### src/rtl/prog_loader.sv
// prog_loader
// Receives a framed program over a byte stream and writes it into the CPU
// instruction memory. Every address beyond the loaded program is written with
// FILL_WORD. The CPU is held in reset while the load is in progress and is only
// released once a frame with a correct checksum has been written in full.
//
// Frame: SYNC_BYTE, N[15:8], N[7:0], N words (high byte first), CSUM
//        CSUM = modulo-256 sum of the 2N data bytes.
//
// Ports:
//   CLK, RST          clock, synchronous active-high reset
//   in_data/valid/ready  byte stream in (transfer = in_valid & in_ready)
//   wr_en/addr/data   instruction-memory write port
//   cpu_rst           holds the CPU in reset (active-high)
//   done / err        result of the last load (sticky until next SYNC_BYTE)
module prog_loader #(
    parameter int          ADDR_W    = 8,
    parameter logic [7:0]  SYNC_BYTE = 8'hA5,
    parameter logic [15:0] FILL_WORD = 16'h0000
) (
    input  logic              CLK,
    input  logic              RST,
    input  logic [7:0]        in_data,
    input  logic              in_valid,
    output logic              in_ready,
    output logic              wr_en,
    output logic [ADDR_W-1:0] wr_addr,
    output logic [15:0]       wr_data,
    output logic              cpu_rst,
    output logic              done,
    output logic              err
);

    localparam int              DEPTH    = 2 ** ADDR_W;
    localparam logic [16:0]     DEPTH_17 = 17'(DEPTH);
    localparam logic [ADDR_W:0] LAST_IDX = (ADDR_W + 1)'(DEPTH - 1);

    typedef enum logic [3:0] {
        IDLE, CNT_HI, CNT_LO, D_HI, D_LO, CSUM, FILL, DONE, ERR
    } state_t;

    state_t            state_reg, state_next;
    logic [7:0]        cnt_hi_reg;
    logic [7:0]        hi_reg;
    logic [7:0]        sum_reg;
    // One bit wider than the address so N == DEPTH is representable and the
    // index can step past the last address without wrapping.
    logic [ADDR_W:0]   n_reg;
    logic [ADDR_W:0]   idx_reg;
    logic              wr_en_reg;
    logic [ADDR_W-1:0] wr_addr_reg;
    logic [15:0]       wr_data_reg;
    logic              cpu_rst_reg;
    logic              done_reg;
    logic              err_reg;

    logic              accept;
    logic              is_sync;
    logic [15:0]       cnt_full;
    logic              cnt_oversize;
    logic              csum_ok;
    logic              last_word;

    // No bytes are taken while the fill sweep owns the write port.
    assign in_ready     = !RST && (state_reg != FILL);
    assign accept       = in_valid && in_ready;
    assign is_sync      = (in_data == SYNC_BYTE);
    assign cnt_full     = {cnt_hi_reg, in_data};
    assign cnt_oversize = ({1'b0, cnt_full} > DEPTH_17);
    assign csum_ok      = (in_data == sum_reg);
    assign last_word    = ((idx_reg + 1'b1) == n_reg);

    always_ff @(posedge CLK) begin
        if (RST) begin
            state_reg <= IDLE;
        end else begin
            state_reg <= state_next;
        end
    end

    always_comb begin
        state_next = state_reg;
        case (state_reg)
            IDLE, DONE, ERR: if (accept && is_sync) state_next = CNT_HI;
            CNT_HI:          if (accept) state_next = CNT_LO;
            CNT_LO: begin
                if (accept) begin
                    if (cnt_oversize)        state_next = ERR;
                    else if (cnt_full == '0) state_next = CSUM;
                    else                     state_next = D_HI;
                end
            end
            D_HI:            if (accept) state_next = D_LO;
            D_LO:            if (accept) state_next = last_word ? CSUM : D_HI;
            CSUM: begin
                if (accept) begin
                    if (!csum_ok)        state_next = ERR;
                    else if (n_reg[ADDR_W]) state_next = DONE;  // N == DEPTH: nothing to fill
                    else                 state_next = FILL;
                end
            end
            FILL:            if (idx_reg == LAST_IDX) state_next = DONE;
            default:         state_next = IDLE;
        endcase
    end

    always_ff @(posedge CLK) begin
        if (RST) begin
            cnt_hi_reg  <= '0;
            hi_reg      <= '0;
            sum_reg     <= '0;
            n_reg       <= '0;
            idx_reg     <= '0;
            wr_en_reg   <= 1'b0;
            wr_addr_reg <= '0;
            wr_data_reg <= '0;
            cpu_rst_reg <= 1'b1;
            done_reg    <= 1'b0;
            err_reg     <= 1'b0;
        end else begin
            wr_en_reg <= 1'b0;
            case (state_reg)
                IDLE, DONE, ERR: begin
                    // Release the CPU one cycle after a successful load lands.
                    if (state_reg == DONE) cpu_rst_reg <= 1'b0;
                    if (accept && is_sync) begin
                        cpu_rst_reg <= 1'b1;
                        done_reg    <= 1'b0;
                        err_reg     <= 1'b0;
                        sum_reg     <= '0;
                        idx_reg     <= '0;
                    end
                end
                CNT_HI: if (accept) cnt_hi_reg <= in_data;
                CNT_LO: begin
                    if (accept) begin
                        n_reg <= cnt_full[ADDR_W:0];
                        if (cnt_oversize) err_reg <= 1'b1;
                    end
                end
                D_HI: begin
                    if (accept) begin
                        hi_reg  <= in_data;
                        sum_reg <= sum_reg + in_data;
                    end
                end
                D_LO: begin
                    if (accept) begin
                        wr_en_reg   <= 1'b1;
                        wr_addr_reg <= idx_reg[ADDR_W-1:0];
                        wr_data_reg <= {hi_reg, in_data};
                        idx_reg     <= idx_reg + 1'b1;
                        sum_reg     <= sum_reg + in_data;
                    end
                end
                CSUM: begin
                    if (accept) begin
                        if (!csum_ok)           err_reg  <= 1'b1;
                        else if (n_reg[ADDR_W]) done_reg <= 1'b1;
                    end
                end
                FILL: begin
                    // idx_reg already equals N when the sweep starts.
                    wr_en_reg   <= 1'b1;
                    wr_addr_reg <= idx_reg[ADDR_W-1:0];
                    wr_data_reg <= FILL_WORD;
                    idx_reg     <= idx_reg + 1'b1;
                    if (idx_reg == LAST_IDX) done_reg <= 1'b1;
                end
                default: ;
            endcase
        end
    end

    assign wr_en   = wr_en_reg;
    assign wr_addr = wr_addr_reg;
    assign wr_data = wr_data_reg;
    assign cpu_rst = cpu_rst_reg;
    assign done    = done_reg;
    assign err     = err_reg;

endmodule

### config.mk
export PLATFORM = sky130hd
export DESIGN_NAME = prog_loader
export DESIGN_NICKNAME = d
export VERILOG_FILES = /design/src/rtl/prog_loader.sv
export SDC_FILE = /design/constraint.sdc
export NUM_CORES = 1
export LEC_CHECK = 0
export CORE_ASPECT_RATIO = 1.4
export CORE_UTILIZATION = 35
export CTS_CLUSTER_SIZE = 30
export DETAILED_ROUTE_END_ITERATION = 8
export PLACE_DENSITY_LB_ADDON = 0.2
export SLEW_MARGIN = 40
export SYNTH_ARGS = -nofsm -noshare
export SYNTH_HDL_FRONTEND = slang
export SYNTH_SLANG_ARGS = --single-unit
### constraint.sdc
create_clock -name CLK -period 6.19 [get_ports CLK]
set_clock_uncertainty 0.15 [all_clocks]
set_input_delay 1.238 -clock CLK [delete_from_list [all_inputs] [get_ports CLK]]
set_output_delay 1.238 -clock CLK [all_outputs]
set_load 0.02 [all_outputs]
==> summary.md <==
The flow ran to the end, but the final reports show violations. The final reports fail on DRC. The later pin in the worst-skew pair is clocked with a latency of 0.34 ns.

In this run, post-CTS repair resized a total of 0 instances. The share of the Yosys chip area taken by registers is 38.4%. The finished layout holds 638 standard cells, fillers aside. For this run, design rule violations remaining after detail routing come to 2. Summing the areas of all compound-gate instances in the mapped netlist gives 17.1% of the synthesized area. Buffers added to address setup during post-CTS repair amount to 0.

Number of flip-flops in the largest register: 16. The post-route netlist has 6.24% of its cells at a drive strength greater than 1. In the finished design, the share of the clock period the worst path needs comes to 57.7%.

The H-tree was split into 3 levels. The tools report the via count of the first global-routing pass as 3410. Launch point of the worst reg-to-reg path: idx_reg[0]$_SDFFE_PP0P_. The tools report the wire length of the first global-routing pass as 17000 um. The commonest non-fill, non-tap cell in the layout is sky130_fd_sc_hd__dfxtp_1.

Summing the areas of all and, or, nand and nor instances in the mapped netlist gives 27.5% of the synthesized area. Setup repair after global routing left no endpoint under its margin. Detailed placement finished with a half-perimeter wire length of 7140 um.

After synthesis, the cell types taking the most area are sky130_fd_sc_hd__dfxtp_1 38%, sky130_fd_sc_hd__a21oi_1 6.9%, sky130_fd_sc_hd__mux2i_1 6.2%, sky130_fd_sc_hd__nor2_1 5.6%, sky130_fd_sc_hd__nand2_1 3.6%. The post-layout minimum cycle time was 3.57 ns. The count of nets left with antenna violations once routing finished came out at 0.

Averaged over all synthesized cells, the footprint is 8.22 um^2. In the layout the commonest cells are 74 x sky130_fd_sc_hd__dfxtp_1, 57 x sky130_fd_sc_hd__nor2_1, 53 x sky130_fd_sc_hd__a21oi_1. Number of slew-limit violations in the final report: 0. Most used flip-flop cell after synthesis: sky130_fd_sc_hd__dfxtp_1. The run gives 0 as the number of max-cap violations. The share of synthesized cell area in full adder, half adder and majority cells was 3.44%. The total global routing track utilization was 18.8%; the post-synth design cell area was 0.00385 mm^2. The tools report the sort of element at the end of the critical path as an output pin. The signal on the critical path passes through nor4bb_1, buf_4, nor2_1, clkdlybuf4s50_1.

Before CTS, the worst setup slack after placement is 2.27 ns. Of all nets on the critical path, the largest fanout is 17. For the die area, the log shows 0.0114 mm^2.

Clock-pin slew was measured on the worst setup and hold paths at 0.06 ns. Number of instances in the synthesized netlist: 469. 40 I/O pins were placed.

The hold violation count in the final report is 0, and the maximum ir drop on the vdd rail is 163 uV. The portion of synthesized area spent on multiplexers is 6.23%. The worst path meets setup with 2.62 ns of slack. The type of the tightest min-delay check is reg2reg. STA classifies the critical path startpoint as a flop. After synthesis the netlist holds a flip-flop and latch count of 74. For the post-layout net count, the log shows 513. The row count came out at 45. Summed over all cells, the static leakage comes to 1.78 nW. The critical path's slowest cell was sky130_fd_sc_hd__dfxtp_1. The largest single stage delay on the critical path is 0.71 ns. The DRC violation total after the first TritonRoute iteration was 207.

The endpoint identified for the worst register-to-register timing path is state_reg[2]$_SDFFE_PP0P_. During synthesis, Yosys emitted a total of 0 warnings. The netlist uses 57 different library cells.

After clock tree synthesis, the flow added hold-fix buffers numbering 0. The worst setup path category was reg2out. The buffer type at the clock tree root is sky130_fd_sc_hd__clkbuf_16.

The logs give 3557 for the total number of vias and 0 for the remaining global-route overflow. The largest net degree at the start of global routing came out at 71. The repair_antennas step left the layout with diodes totalling 0. The placer congestion estimate is 0.903, and the number of buffers added by the clock tree synthesis step is 9. The normalized max-slew margin came out at 50.2%. Number of antenna violations at the first check in global routing: 0. After Yosys synthesis, XOR and XNOR cells account for 2.05% of the synthesized area. Setup violations remaining at the end of the flow were counted as 0. For this run, the share of the core covered by cells in the final layout is 42.8%. The tools report the net count after synthesis as 490. The die is 90.7 um wide. Tracing the worst setup path back leads to its startpoint at state_reg[1]$_SDFFE_PP0P_.

The number of vias per cell works out to 5.58. The number of synthesized flops with an enable pin was 0; the area added between synthesis and finish was 19.4%. The fraction of synthesized cell area taken by the top area cell type is 38.4%, and the maximum frequency from static timing analysis is 280 MHz. At the worst endpoint, the arrival time is 2.18 ns. The slew at the pin closest to its max-slew limit is 0.747 ns. In the final timing run, aggregate negative setup slack is 0 ns.

For the worst setup path, the data required time is 4.80 ns. The depth of the most critical reg-to-reg path came out at 10. Dividing the detail-routed wire length by the instance count gives 16.2 um. The power per cell area was 257 mW/mm^2; the final wirelength was 10300 um. The last element of the critical path is in_ready. The initial standard-cell utilization of the core is 35.8%. The most area-hungry cell type in the Yosys netlist is sky130_fd_sc_hd__dfxtp_1.

TritonCTS built the clock tree. From bottom edge to top edge, the die measures 126 um. The number of fill cells was 1082; the placed cell count was 622. The worst register-to-register path has a setup slack of 3.20 ns. For this run, the detailed router's first-pass iteration total came to 6.

The combinational family with the most area after synthesis was simple AND/OR/NAND/NOR gates. Clock tree synthesis found a total of 74 sinks. After floorplanning, the core was sized to cover 0.0108 mm^2. After synthesis, the share of flip-flops with an asynchronous set or reset is 0%. The count of input and output buffers was 39. The clock passes through at most 2 buffers.
-- kinds of logic after synthesis --
group / after synthesis
muxes: 24
DFF: 74
AOI/OAI and AO/OA: 108
xor gates and xnor gates: 9
adders and majority gates: 10
buffers and inverters: 41
and+or+nand+nor: 203
-- metal layers --
layer | track usage, % | vias up | part of all wire (%) | routed length [um]
met3 | 2.90 | 26 | 3.2 | 328
met5 | 0 | - | 0 | 0
li1 | - | 1734 | - | -
met4 | 11.8 | 0 | 3.0 | 314
met2 | 32.0 | 98 | 51 | 5280
met1 | 21.9 | 1699 | 43 | 4400
-- critical path, delay by kind of cell (launching register included) --
family | cells | cell delay [ns]
and+or+nand+nor | 2 | 0.41
DFF | 1 | 0.71
buffers and inverters | 2 | 0.72
-- how the worst min path moves through the flow --
stage                       startpoint                      end  slack, ns  cells after the start
2_1_floorplan  idx_reg[8]$_SDFFE_PP0P_  idx_reg[8]$_SDFFE_PP0P_       0.28                      2
3_3_place_gp         done$_SDFFE_PP0P_        done$_SDFFE_PP0P_       0.29                      2
3_5_place_dp      cpu_rst$_SDFFE_PP1P_     cpu_rst$_SDFFE_PP1P_       0.30                      1
4_1_cts        wr_data[9]$_SDFFE_PP0P_  wr_data[9]$_SDFFE_PP0P_       0.31                      2
5_1_grt        sum_reg[4]$_SDFFE_PP0P_  sum_reg[4]$_SDFFE_PP0P_       0.32                      2
6_report       idx_reg[8]$_SDFFE_PP0P_  idx_reg[8]$_SDFFE_PP0P_       0.30                      2
-- cell usage after synthesis (all sizes together) (2+ instances only) --
master and number:
nor4 9, clkbuf 20, nor4b 2, a21oi 53, a21o 4, nand3 24
or4 4, nor2b 8, dfxtp 74, o211ai 8, nor2 57, mux2i 24
nand2b 3, o22ai 2, nand4 6, and3 11, o21ai 17, nand3b 4
and4 3, inv 9, a31oi 4, buf 11, o21a 4, nand4b 3
or3b 2, ha 9, or3 8, nand2 38, nor4bb 2, a211oi 5
xor2 3, nor3b 4, xnor2 6, nor3 11
-- power by group --
group | internal [mW] | total [mW] | switching (mW) | leakage (nW)
clock | 0.325 | 0.536 | 0.211 | 0.142
combinational | 0.0554 | 0.145 | 0.0892 | 1.04
sequential | 0.486 | 0.503 | 0.0170 | 0.596
-- metrics by stage --
step                      power [mW]  hold WS (ns)  instance area [um^2]
final                           1.18         0.303                  4600
after global routing            1.23         0.323                  4600
after CTS                       1.19         0.307                  4600
after detailed placement       0.655         0.297                  4290
after global placement         0.655         0.290                  4290
after floorplan                0.617         0.282                  3850
-- area by class of cell --
cell class              count  area (um^2)  share of cell area [%]
multi-input cells         354         2190                    47.5
flip-flops and latches     74         1480                    32.2
repair buffers             43          415                    9.02
clock buffers              11          243                    5.27
well taps                 141          176                    3.83
clock inverters             5         62.6                    1.36
inverters                  10         37.5                   0.815
(Power assumes the default switching activity.)
==> variant 1, RTL diff (same flow settings) <==
`ADDR_W`: 8 -> 10.
--- a/src/rtl/prog_loader.sv
+++ b/src/rtl/prog_loader.sv
@@ -14,7 +14,7 @@
 //   cpu_rst           holds the CPU in reset (active-high)
 //   done / err        result of the last load (sticky until next SYNC_BYTE)
 module prog_loader #(
-    parameter int          ADDR_W    = 8,
+    parameter int          ADDR_W    = 10,
     parameter logic [7:0]  SYNC_BYTE = 8'hA5,
     parameter logic [15:0] FILL_WORD = 16'h0000
 ) (
Ports: changed (resized wr_addr); port bits go from 40 to 42. The function was not compared with the original's and may differ.
==> variant 1 against the unedited design <==
- synthesized area rose by 3.5%
- register-to-register slack improved by 0.10 ns
- sequential cell count rose by 6
- routed wire length rose by 1.7%
- worst setup slack got worse by 0.33 ns
- final area rose by 3.6%
Power is not compared: it rests on default switching activity, and its combinational part moved more than twofold at a synthesized area within 25%.
==> variant 1: results (changes against the unedited design) <==
status: finished, final reports clean
Iter 0 DRT Violations: 152 (-27%)
Crit Path Max Fanout: 21 (+4)
Worst R2R Start: state_reg[2]
complex-gate fraction of the synthesized area: 13.7% (-3.4 points)
routed wire length per instance: 15.9 µm (-1.4%)
number of distinct library cells after synthesis: 54 (-5.3%)
top post-synthesis cells by count: dfxtp_1, nor2_1, nand2_1, a21oi_1
worst r2r dst: n_reg[2]
slack of the critical path: 2.29 ns (-0.331 ns)
synthesized net count: 508 (+3.7%)
fill count: 1097 (+1.4%)
largest net degree at the start of global routing: 72 (+1.4%)
layout cells sized above 1: 6.00% (-0.24 points)
via density per instance: 5.28 (-5.2%)
vias in the first global route: 3457 (+1.4%)
Synth Area in Adders: 3.01% (-0.43 points)
mux contribution to synthesized area: 6.02% (-0.21 points)
Final Wtd Congestion: 0.879 (-2.7%)
Placement Setup Slack: 2.32 ns (+0.0509 ns)
CP arrival: 2.51 ns (+0.33 ns)
Total Routing Usage GR: 18.8% (-0.032 points)
first-pass GRT wire length: 17500 µm (+2.9%)
IO Port Bufs: 41 (+5.1%)
drt pass-1 iters: 4 (-2)
R2R Setup Slk: 3.30 ns (+0.10 ns)
worst-margin pin slew: 0.789 ns (+0.0412 ns)
XOR/XNOR share of the synthesized area: 5.71% (+3.7 points)
top cells by area, synth: dfxtp_1, nor2_1, mux2i_1
-- variant 1: logic make-up after synthesis --
family / Yosys count
buf+inv: 40
compound gates: 93
xor+xnor: 26
flops: 80
simple gates: 216
fa+ha+maj: 9
mux: 24
-- variant 1: where the power goes --
group	total, mW	leakage [nW]	internal, mW	switching [mW]
logic	0.0460	1.06	0.0160	0.0300
registers	0.517	0.644	0.515	0.00140
clock network	0.554	0.149	0.337	0.217
-- variant 1: worst min path at each step --
stage | end | slack (ns) | depth (start not counted) | from
floorplan | sum_reg[0] | 0.29 | 2 | sum_reg[0]
global placement | cpu_rst | 0.28 | 2 | cpu_rst
global route | cpu_rst | 0.31 | 2 | cpu_rst
finish | cpu_rst | 0.29 | 2 | cpu_rst
detailed placement | cpu_rst | 0.29 | 2 | cpu_rst
CTS | cpu_rst | 0.30 | 2 | cpu_rst
-- variant 1: layout make-up --
| type | instances | area, µm² | area share, % |
|---|---|---|---|
| Clock inverter | 5 | 62.6 | 1.31 |
| Sequential cell | 80 | 1600 | 33.6 |
| Inverter | 9 | 33.8 | 0.708 |
| Tap cell | 141 | 176 | 3.70 |
| Clock buffer | 11 | 253 | 5.30 |
| Timing Repair Buffer | 44 | 428 | 8.97 |
| Multi-Input combinational cell | 368 | 2220 | 46.4 |
-- variant 1: metrics by stage --
stage | cells | util [%] | hold WS, ns
finish | 658 | 43.5 | 0.292
global placement | 642 | 40.5 | 0.284
floorplan | 488 | - | 0.286
detailed placement | 642 | 40.5 | 0.286
global route | 658 | 43.5 | 0.313
CTS | 658 | 43.4 | 0.297
-- variant 1: layer usage --
metal  track usage, %  vias up  share of wire, %  wire length, µm
met5                0        -                 0                0
met4             7.54        0               2.7              282
met3             3.50       22               4.0              418
met2             33.6       73                51             5380
met1             21.9     1636                42             4410
li1                 -     1745                 -                -
-- variant 1: worst max-delay path, cell delays in order, from the launching register on --
cell and delay (ns):
dfxtp_1 0.73, nand4bb_2 0.55, and2_1 0.37, clkdlybuf4s50_1 0.53
==> variant 2, RTL diff (same flow settings) <==
Without the edit above. Encoding of `state_t`: now one-hot (9 bits for 9 states).
--- a/src/rtl/prog_loader.sv
+++ b/src/rtl/prog_loader.sv
@@ -35,8 +35,8 @@
     localparam logic [16:0]     DEPTH_17 = 17'(DEPTH);
     localparam logic [ADDR_W:0] LAST_IDX = (ADDR_W + 1)'(DEPTH - 1);
 
-    typedef enum logic [3:0] {
-        IDLE, CNT_HI, CNT_LO, D_HI, D_LO, CSUM, FILL, DONE, ERR
+    typedef enum logic [8:0] {
+        IDLE = 9'b000000001, CNT_HI = 9'b000000010, CNT_LO = 9'b000000100, D_HI = 9'b000001000, D_LO = 9'b000010000, CSUM = 9'b000100000, FILL = 9'b001000000, DONE = 9'b010000000, ERR = 9'b100000000
     } state_t;
 
     state_t            state_reg, state_next;
Behaviour: same outputs for any inputs over 4 cycles, from zero or initial values and one cycle with RST high; so few cycles prove little.
==> variant 2 against the unedited design <==
- worst setup slack worse by 0.24 ns
- non-clock buffer count is 3 lower
- final area shrank 1.6%
- fmax down 6.3%
- routed wire length shrank 14%
- synthesized area fell by 2.8%
- critical path depth did not move
- highest routed layer unchanged
- synthesized cell count is 12% lower
- sequential cell count is 5 higher
Power is not compared: it rests on default switching activity, and its combinational part moved more than twofold at a synthesized area within 25%.
==> variant 2: results (changes against the unedited design) <==
hold path startpoint: wr_addr[7]
Setup Buffers After CTS: 0 (unchanged)
Final Wtd Congestion: 0.880 (-2.6%)
via density per instance: 5.24 (-6.0%)
top cells by area, synth: dfxtp_1, mux2i_1, a22o_1
number of distinct library cells after synthesis: 59 (+3.5%)
first-pass GRT wire length: 15100 µm (-11%)
Rel. slew slack: 53.5% (+3.3 points)
Routed Wire Length: 8910 µm (-14%)
Yosys warning count: 0 (unchanged)
R2R Setup Slk: 3.34 ns (+0.14 ns)
crit path from: state_reg[6]
Total Routing Usage GR: 17.5% (-1.3 points)
VDD IR-drop max: 0.000153 V
CP arrival: 2.42 ns (+0.24 ns)
Iter 0 DRT Violations: 173 (-16%)
Clock Path Buffers: 2 (unchanged)
antenna cells: 0 (unchanged)
number of H-tree branching levels: 3 (unchanged)
top post-synthesis cells by count: dfxtp_1, nor2_1, nand2_1, a21oi_1, mux2i_1
Largest register FFs: 16 (unchanged)
status: finished, final reports clean
routed wire length per instance: 15.2 µm (-6.0%)
Syn Inst Count: 415 (-12%)
largest net degree at the start of global routing: 62 (-13%)
IO Port Bufs: 39 (unchanged)
layout cells sized above 1: 6.92% (+0.68 points)
Hold Path Class: flop to flop
clk slew on worst S/H paths: 0.06 ns (about the same)
nets: 464 (-9.6%)
DP HPWL: 6280 µm (-12%)
register area share after synthesis: 42.2% (+3.8 points)
Inst Count DP: 570 (-8.4%)
Worst R2R Start: idx_reg[0]
static leakage: 1.80 nW
post-CTS resize count: 0 (unchanged)
clock buffer count from CTS: 9 (unchanged)
drt pass-1 iters: 4 (-2)
Crit Path Max Fanout: 7 (-10)
vias in the first global route: 2986 (-12%)
synthesized net count: 436 (-11%)
clock latency on the worst-skew pair: 0.34 ns (about the same)
worst hold slack: 0.299 ns (-0.00397 ns)
Post-synth ARST share: 0% (unchanged)
initial antenna violation count: 0 (unchanged)
root buffer cell: clkbuf_16
variant 2: kinds of logic after synthesis:
logic type | count (synthesis) | synth area share (%)
xor+xnor | 18 | 4.21
fa+ha+maj | 10 | 3.54
compound gates | 96 | 18.0
flops | 79 | 42.2
simple gates | 158 | 21.4
mux | 27 | 7.35
buf+inv | 27 | 3.21
variant 2: path summary, 6_finish.rpt:
kind,endpoint,cells past startpoint
setup / recovery,in_ready,4
hold / removal,wr_addr[7],2
setup reg to reg,state_reg[5],10
hold reg to reg,wr_addr[7],2
variant 2: per-layer routing:
metal  GRT usage (%)  vias up  part of all wire (%)
li1                -     1545                     -
met1            22.2     1432                    44
met2            28.4       75                    49
met3            3.98       18                   4.2
met4            6.44        0                   2.3
met5               0        -                     0
variant 2: stage by stage:
| step | cell area, µm² | setup WS [ns] |
|---|---|---|
| floorplan | 3740 | 2.62 |
| global placement | 4210 | 2.29 |
| detailed placement | 4220 | 2.17 |
| CTS | 4530 | 2.37 |
| global route | 4530 | 2.27 |
| finish | 4530 | 2.38 |
variant 2: power by group:
group          switching, mW  internal [mW]
logic                 0.0355         0.0173
clock network          0.215          0.324
registers            0.00115          0.509
variant 2: layout make-up:
class	instances	area, µm²
Fill cell	1014	5880
Multi-Input combinational cell	309	2060
Sequential cell	79	1580
Timing Repair Buffer	40	393
Clock buffer	10	239
Tap cell	138	173
Clock inverter	6	68.8
Inverter	4	15.0
variant 2: critical path, cell delays in order (launching register included):
cell	delay (ns)
dfxtp_1	0.48
or4b_1	0.62
nor2_1	0.37
nor2_1	0.07
clkdlybuf4s50_1	0.54
